### src/rtl/serial_pkg.sv
// Shared constants, the symbol type and a bit-pick helper for the 5-bit serializer.
// Optional build macro used by this slice: NRZI_EN (NRZI line coding on tx).
package serial_pkg;

    localparam int WORD_W   = 5;
    localparam int BITCNT_W = 3;

    typedef logic [WORD_W-1:0] symbol_t;

    localparam symbol_t IDLE_CODE = 5'b11111;

    // m1 sits in the MSB, so bit position idx of the symbol is sym[WORD_W-1-idx].
    function automatic logic bit_at(symbol_t sym, logic [BITCNT_W-1:0] idx);
        logic [BITCNT_W-1:0] pos;
        pos = BITCNT_W'(WORD_W - 1) - idx;
        return sym[pos];
    endfunction

endpackage

### src/rtl/serializador_5b_if.sv
// Word handshake and serial line bundle between codificador, serializer and line.
// Used by serializador_5b (slave side); NRZI_EN only changes how tx is coded.
interface serializador_5b_if;
    import serial_pkg::*;

    symbol_t m;
    logic    valid;
    logic    accept;
    logic    tx;
    logic    sym_start;
    logic    is_idle;

    modport master (
        output m,
        output valid,
        input  accept,
        input  tx,
        input  sym_start,
        input  is_idle
    );

    modport slave (
        input  m,
        input  valid,
        output accept,
        output tx,
        output sym_start,
        output is_idle
    );

endinterface

### src/rtl/serializador_5b_nrzi.sv
// NRZI line encoder: a 1 toggles the line level, a 0 holds it; level resets to 0.
// Only compiled when NRZI_EN is defined, so the plain NRZ build carries no NRZI logic.
`ifdef NRZI_EN
module nrzi_enc (
    input  logic clk,
    input  logic reset,
    input  logic bit_in,
    output logic line_out
);

    logic level_q;
    logic level_d;

    always_comb begin
        level_d = level_q ^ bit_in;
    end

    always_ff @(posedge clk or posedge reset) begin
        if (reset) begin
            level_q <= 1'b0;
        end else begin
            level_q <= level_d;
        end
    end

    assign line_out = level_q;

endmodule
`endif

### src/rtl/serializador_5b.sv
// Shifts 5-bit code words onto one serial line, m1 first, through a one-word buffer.
// Define NRZI_EN to NRZI-code tx; otherwise tx is the plain registered NRZ bit.
module serializador_5b
    import serial_pkg::*;
(
    input  logic               clk,
    input  logic               reset,
    serializador_5b_if.slave   bus
);

    logic [BITCNT_W-1:0] bitcnt_q, bitcnt_d;
    symbol_t             sreg_q, sreg_d;
    logic                sreg_is_idle_q, sreg_is_idle_d;
    symbol_t             buf_word_q, buf_word_d;
    logic                buf_valid_q, buf_valid_d;
    logic                sym_start_q, sym_start_d;
    logic                is_idle_q, is_idle_d;

    logic at_boundary;
    logic accept;
    logic cur_bit;
    logic tx_line;

    assign at_boundary = (bitcnt_q == BITCNT_W'(WORD_W - 1));
    assign accept      = !buf_valid_q || at_boundary;
    assign cur_bit     = bit_at(sreg_q, bitcnt_q);

    always_comb begin
        bitcnt_d       = bitcnt_q;
        sreg_d         = sreg_q;
        sreg_is_idle_d = sreg_is_idle_q;
        buf_word_d     = buf_word_q;
        buf_valid_d    = buf_valid_q;
        sym_start_d    = (bitcnt_q == '0);
        is_idle_d      = sreg_is_idle_q;

        if (at_boundary) begin
            bitcnt_d    = '0;
            buf_valid_d = 1'b0;
            if (buf_valid_q) begin
                sreg_d         = buf_word_q;
                sreg_is_idle_d = 1'b0;
            end else begin
                sreg_d         = IDLE_CODE;
                sreg_is_idle_d = 1'b1;
            end
        end else begin
            bitcnt_d = bitcnt_q + 1'b1;
        end

        // A new word may land in the buffer on the same edge the old one moves to sreg.
        if (bus.valid && accept) begin
            buf_word_d  = bus.m;
            buf_valid_d = 1'b1;
        end
    end

    always_ff @(posedge clk or posedge reset) begin
        if (reset) begin
            bitcnt_q       <= '0;
            sreg_q         <= IDLE_CODE;
            sreg_is_idle_q <= 1'b1;
            buf_word_q     <= '0;
            buf_valid_q    <= 1'b0;
            sym_start_q    <= 1'b0;
            is_idle_q      <= 1'b1;
        end else begin
            bitcnt_q       <= bitcnt_d;
            sreg_q         <= sreg_d;
            sreg_is_idle_q <= sreg_is_idle_d;
            buf_word_q     <= buf_word_d;
            buf_valid_q    <= buf_valid_d;
            sym_start_q    <= sym_start_d;
            is_idle_q      <= is_idle_d;
        end
    end

`ifdef NRZI_EN
    nrzi_enc u_nrzi (
        .clk      (clk),
        .reset    (reset),
        .bit_in   (cur_bit),
        .line_out (tx_line)
    );
`else
    logic tx_q, tx_d;

    always_comb begin
        tx_d = cur_bit;
    end

    always_ff @(posedge clk or posedge reset) begin
        if (reset) begin
            tx_q <= 1'b0;
        end else begin
            tx_q <= tx_d;
        end
    end

    assign tx_line = tx_q;
`endif

    assign bus.accept    = accept;
    assign bus.tx        = tx_line;
    assign bus.sym_start = sym_start_q;
    assign bus.is_idle   = is_idle_q;

endmodule

### src/flat_wrapper.sv
// flat-port wrapper written by rule: the top's interface ports become plain ports
module serializador_5b_flat import serial_pkg::*;
  (clk, reset, bus_m, bus_valid, bus_accept, bus_tx, bus_sym_start, bus_is_idle);
  serializador_5b_if bus_i ();
  input  logic clk;
  input  logic reset;
  input wire logic [$bits(bus_i.m)-1:0] bus_m;
  input wire logic [$bits(bus_i.valid)-1:0] bus_valid;
  output wire logic [$bits(bus_i.accept)-1:0] bus_accept;
  output wire logic [$bits(bus_i.tx)-1:0] bus_tx;
  output wire logic [$bits(bus_i.sym_start)-1:0] bus_sym_start;
  output wire logic [$bits(bus_i.is_idle)-1:0] bus_is_idle;
  assign bus_i.m = bus_m;
  assign bus_i.valid = bus_valid;
  assign bus_accept = bus_i.accept;
  assign bus_tx = bus_i.tx;
  assign bus_sym_start = bus_i.sym_start;
  assign bus_is_idle = bus_i.is_idle;
  serializador_5b u_core (.clk(clk), .reset(reset), .bus(bus_i));
endmodule
### config.mk
export PLATFORM = sky130hd
export DESIGN_NAME = serializador_5b_flat
export DESIGN_NICKNAME = d
export VERILOG_FILES = /design/src/rtl/serial_pkg.sv /design/src/rtl/serializador_5b_if.sv /design/src/rtl/serializador_5b_nrzi.sv /design/src/rtl/serializador_5b.sv /design/src/flat_wrapper.sv
export SDC_FILE = /design/constraint.sdc
export NUM_CORES = 1
export LEC_CHECK = 0
export BUFFER_PORTS_ARGS = -buffer_cell sky130_fd_sc_hd__buf_2
export CORE_UTILIZATION = 45
export DETAILED_ROUTE_END_ITERATION = 8
export PLACE_DENSITY_LB_ADDON = 0.12
export SLEW_MARGIN = 20
export SYNTH_ARGS = -nofsm -noshare
export SYNTH_HDL_FRONTEND = slang
export SYNTH_SLANG_ARGS = --single-unit
export TNS_END_PERCENT = 30
### constraint.sdc
create_clock -name clk -period 2.01 [get_ports clk]
set_clock_uncertainty 0.1 [all_clocks]
set_input_delay 0.3015 -clock clk [delete_from_list [all_inputs] [get_ports clk]]
set_output_delay 0.3015 -clock clk [all_outputs]
set_load 0.005 [all_outputs]
**Word level (Yosys, flattened, before mapping)**

Cells that the tools add are included.

- Reduce and logical (&&, ||, !) cells: 5
- Eq/ne operators: 1
- Add/subtract/negate cells: 2
- Muxes and demuxes: 7
- $lt $le $gt $ge: 1

Operators by type and width:

| operator | number |
|---|---|
| 5-bit two-way mux | 1 |
| 3-bit by 4-bit less-than comparator with 1-bit output (second input constant) | 1 |
| 1-bit two-way mux | 4 |
| 3-bit by 1-bit adder with 3-bit output (second input constant) | 1 |
| 1-bit binary-select mux with 3-bit select | 1 |
| 3-bit == test (second input constant) | 1 |
| 3-bit logical NOT | 1 |
| 3-bit two-way mux | 1 |
| 3-bit subtractor (first input constant) | 1 |
| 2-bit nonzero test | 1 |
| 1-bit logical AND | 1 |
| 1-bit logical NOT | 1 |
| 1-bit logical OR | 1 |

- Output and inout port bits: 4
- Logic and storage cells: 24
- Input port bits: 8
- Register bits: 18

**Depth between registers and ports, before layout**

- Depth after elaboration: 4
- Gate-level depth with buffers: 6
- Gate-level depth less buffers: 6

**Worst setup path after synthesis**

No wires, ideal clock.

- Kind: flip-flop to flip-flop
- Start point: reg u_core.bitcnt_q[0]
- End point: reg u_core.buf_word_q[0]
- Cell stages (with the launch flop): 7
- Buffers on the path: 0
- Setup time: 0.125 ns
- Slack: 0.388 ns
- Data arrival time: 1.396 ns
- Period minus slack after synthesis: 1.622 ns
- Data required time: 1.785 ns
- Cells stage by stage: dfrtp_1 inv_1 ha_1 ha_1 nand2b_4 nand2_4 mux2_4

- Longest elaborated chain between the ends: 3

RTL lines:

| what | line | text |
|---|---|---|
| from (decl) | serializador_5b.sv:11 | `logic [BITCNT_W-1:0] bitcnt_q, bitcnt_d;` |
| from (signal assigned) | serializador_5b.sv:68 | `bitcnt_q <= bitcnt_d;` |
| 3-bit == test | serializador_5b.sv:24 | `assign at_boundary = (bitcnt_q == BITCNT_W'(WORD_W - 1));` |
| via u_core.at_boundary | serializador_5b.sv:19 | `logic at_boundary;` |
| 1-bit logical OR | serializador_5b.sv:25 | `assign accept = !buf_valid_q \|\| at_boundary;` |
| via bus_accept | flat_wrapper.sv:9 | `output wire logic [$bits(bus_i.accept)-1:0] bus_accept;` |
| 1-bit logical AND | serializador_5b.sv:52 | `if (bus.valid && accept) begin` |
| to (signal assigned) | serializador_5b.sv:71 | `buf_word_q <= buf_word_d;` |
| to (decl) | serializador_5b.sv:14 | `symbol_t buf_word_q, buf_word_d;` |

The timed path passes the listed nets, and every way through them passes these cells.
A chain may end at the register's enable or synchronous reset.

**Worst setup path in the final report**

- Start point: reg u_core.bitcnt_q[0]
- End point: out bus_accept

- Longest elaborated chain between the ends: 2

RTL lines:

| what | line |
|---|---|
| 3-bit == test | serializador_5b.sv:24 |
| via u_core.at_boundary | serializador_5b.sv:19 |
| 1-bit logical OR | serializador_5b.sv:25 |
| to (decl) | flat_wrapper.sv:9 |

The timed path passes the listed nets, and every way through them passes these cells.

==> flow_summary.toml <==
[clocking]
cts_resized = 0
post-cts-setup-buffers = 0
cts_tree = "built"
tritoncts_num_sinks = 18
postCtsHoldBufs = 0
clkTransAtPathRegs_ns = 0.10
ctsHtreeMaxLevel = 1
clk-insertion-delay-late_ns = 0.29
cts_buffer_depth = 2
cts_root_buffer = "sky130_fd_sc_hd__clkbuf_4"
cts_made_buffers = 3

[sta]
rsz0062_at_grt = "false"
finalWorstPathRequiredPeriod_ns = 1.87
final.period_utilization_pct = 93.2
max_slew.worst_pin.slew_ns = 0.660
final-setup-viol-count = 0
slew_viol_final = 0
slew_headroom_pct = 56.0
hold_slack_ns = -0.00989
final.setup.tns_ns = 0
fmax_mhz = 534
hold_viol = 11

[grt]
number_of_global_route_vias_before_repair = 426
groute.usage.overall_pct = 14.1
grt_pass1_wl_mm = 1.84
number_of_antenna_violations_at_the_first_check_in_global_routing = 0
grt_remaining_overflow = 0
grt_max_degree = 19

[placed_design]
gp_congestion = 0.690
dp_hpwl_um = 795
place.port_buffers = 11
placedCellCount = 83

[outcome]
run_status = "complete, but fails checks"
failed_checks = "hold timing"

[floorplan]
design.core.area_um2 = 1540
die_x_um = 43.3
dieHeight_um = 43.3
ios = 12
std_cell_rows = 14
initial_utilization_pct = 49.8
floorplan.die_area_um2 = 1870

[critical_path]
crit_path_frequent_cell = "sky130_fd_sc_hd__ha_1"
path_delay_family = "adder cells"
cp_slowest_cell = "sky130_fd_sc_hd__dfrtp_1"
startpoint_type = "flop"
cp.required_ns = 1.61
crit_path_max_incr_delay_ns = 0.41
crit_path_max_fanout = 5
worstPathCellList = "inv_1 > ha_1 > ha_1 > nand2b_4 > buf_2"
timing.critical_path.buf_inv = 2
worst_ep_arrival_time_ns = 1.47
timing.critical_path.to_type = "output pin"
critical_path_class = "reg -> out"

[drt]
vias_per_cell = 5.21
detail_route.wl_per_cell_um = 12.4
vias = 453
initialDrtViolationCount = 7
drtAntennaViolNets = 0
detail_route.first_pass.iterations = 4
finalWirelength_mm = 1.08
drcViolationCount = 0

[yosys]
synth-seq-area-share_pct = 59.9
synth_register_bits = 18
yosysWarningCount = 0
synth.cell_area_um2 = 767
post_synth_inst_count = 56
yosysUniqueCellTypes = 20
mappedNetlistNets = 68
syn_avg_cell_area_um2 = 13.7

[worst_hold_path]
min-delay-path-class = "in -> async"

[final_layout]
drive_gt1_share_pct = 45.1
fraction_of_the_core_area_covered_by_cells_at_the_end_of_the_flow_pct = 57.1
nNetsFinal = 84
antenna_cells_inserted = 0
instances_no_fill = 87
nFillCells = 135
area.growth.synth_to_final_pct = 14.8

[pwr]
ir_worst_vdd_v = 0.000536
power.leakage_nw = 0.443
power_per_cell_area_nw_per_um2 = 808

[job]
cap_violations = 0
-- layout by cell type, fill, tap and decap left out, drive strengths merged --
cell,n
o22a,3
o21a,1
a31oi,2
xnor2,1
nand2b,2
nand2,2
nor2,5
ha,4
nand3,1
inv,6
o21ai,1
nor2b,1
a22oi,1
clkbuf,4
mux2,7
dfstp,7
dfrtp,11
buf,12
-- metal layers --
layer / vias to the layer above / wire, um / track usage [%] / share of wire, %
li1: 219 / - / - / -
met5: - / 0 / 0 / 0
met3: 2 / 39 / 2.55 / 3.6
met4: 0 / 18 / 10.9 / 1.7
met2: 13 / 483 / 21.5 / 45
met1: 219 / 534 / 17.3 / 50
-- final timing paths --
path | from | to | slack (ns) | cells past startpoint
setup / recovery | u_core.bitcnt_q[0]$_DFF_PP0_ | bus_accept | 0.14 | 5
hold / removal | reset | u_core.bus.sym_start$_DFF_PP0_ | -0.01 | 2
setup reg to reg | u_core.bitcnt_q[0]$_DFF_PP0_ | u_core.buf_word_q[0]$_DFFE_PP0P_ | 0.32 | 6
hold reg to reg | u_core.is_idle_d$_DFFE_PP1P_ | u_core.bus.is_idle$_DFF_PP1_ | 0.27 | 0
max in group asynchronous | reset | u_core.buf_word_q[1]$_DFFE_PP0P_ | 1.40 | 2
min in group clk | bus_m[3] | u_core.buf_word_q[3]$_DFFE_PP0P_ | 0.14 | 2
-- registers in the layout, summed over array words and instances (netlist names) --
register / flops
u_core.is_idle_d: 1
u_core.bus.tx: 1
u_core.buf_valid_q: 1
u_core.sreg_q: 5
u_core.bus.is_idle: 1
u_core.bitcnt_q: 3
u_core.bus.sym_start: 1
u_core.buf_word_q: 5
-- worst register-to-register path, stage by stage (launching register included) --
cell and delay, ns:
sky130_fd_sc_hd__dfrtp_1 0.41, sky130_fd_sc_hd__inv_1 0.06, sky130_fd_sc_hd__ha_1 0.21, sky130_fd_sc_hd__ha_1 0.21, sky130_fd_sc_hd__nand2b_4 0.16, sky130_fd_sc_hd__nand2_4 0.12
sky130_fd_sc_hd__mux2_4 0.31
-- power by group --
| group | total (W) | switching (W) | internal [W] |
|---|---|---|---|
| registers | 0.000429 | 0.0000193 | 0.000409 |
| clock network | 0.000216 | 0.000106 | 0.000110 |
| logic | 0.0000676 | 0.0000248 | 0.0000427 |
-- area by class of cell --
| class | instances | area, um^2 | share of cell area (%) |
|---|---|---|---|
| Tap cell | 16 | 20.0 | 2.27 |
| Timing Repair Buffer | 12 | 62.6 | 7.10 |
| Multi-Input combinational cell | 31 | 280 | 31.8 |
| Clock buffer | 4 | 36.3 | 4.12 |
| Sequential cell | 18 | 459 | 52.1 |
| Inverter | 6 | 22.5 | 2.56 |
-- synthesized netlist by cell type --
master	number	area, um^2
sky130_fd_sc_hd__dfrtp_1	11	275
sky130_fd_sc_hd__dfstp_2	7	184
sky130_fd_sc_hd__inv_1	6	22.5
sky130_fd_sc_hd__mux2_4	5	75.1
sky130_fd_sc_hd__nor2_1	5	18.8
sky130_fd_sc_hd__ha_1	4	50.1
sky130_fd_sc_hd__o22a_1	3	26.3
sky130_fd_sc_hd__a31oi_1	2	12.5
sky130_fd_sc_hd__mux2_2	2	22.5
sky130_fd_sc_hd__a22oi_1	1	7.51
sky130_fd_sc_hd__buf_2	1	5.00
sky130_fd_sc_hd__nand2_1	1	3.75
sky130_fd_sc_hd__nand2_4	1	11.3
sky130_fd_sc_hd__nand2b_1	1	6.26
sky130_fd_sc_hd__nand2b_4	1	13.8
sky130_fd_sc_hd__nand3_1	1	5.00
sky130_fd_sc_hd__nor2b_1	1	6.26
sky130_fd_sc_hd__o21a_1	1	7.51
sky130_fd_sc_hd__o21ai_0	1	5.00
sky130_fd_sc_hd__xnor2_1	1	8.76
-- kinds of logic (layout without fill, tap and decap cells) --
family	after synthesis	in the layout	synth area share, %
simple gates	11	11	8.48
buf+inv	7	22	3.59
fa+ha+maj	4	4	6.53
xor+xnor	1	1	1.14
mux	7	7	12.7
flops	18	18	59.9
compound gates	8	8	7.67
-- stage by stage --
| step | total power (W) | setup WS [ns] | hold WS [ns] | instance area [um^2] |
|---|---|---|---|---|
| after floorplan | 0.000482 | 0.388 | 0.135 | 767 |
| after global placement | 0.000502 | 0.372 | 0.257 | 845 |
| after detailed placement | 0.000504 | 0.344 | 0.259 | 845 |
| after CTS | 0.000722 | 0.121 | 0.000538 | 881 |
| after global routing | 0.000743 | 0.0603 | 0.0325 | 881 |
| final | 0.000712 | 0.137 | -0.00989 | 881 |
Note: power is estimated with default switching activity, not from simulation.
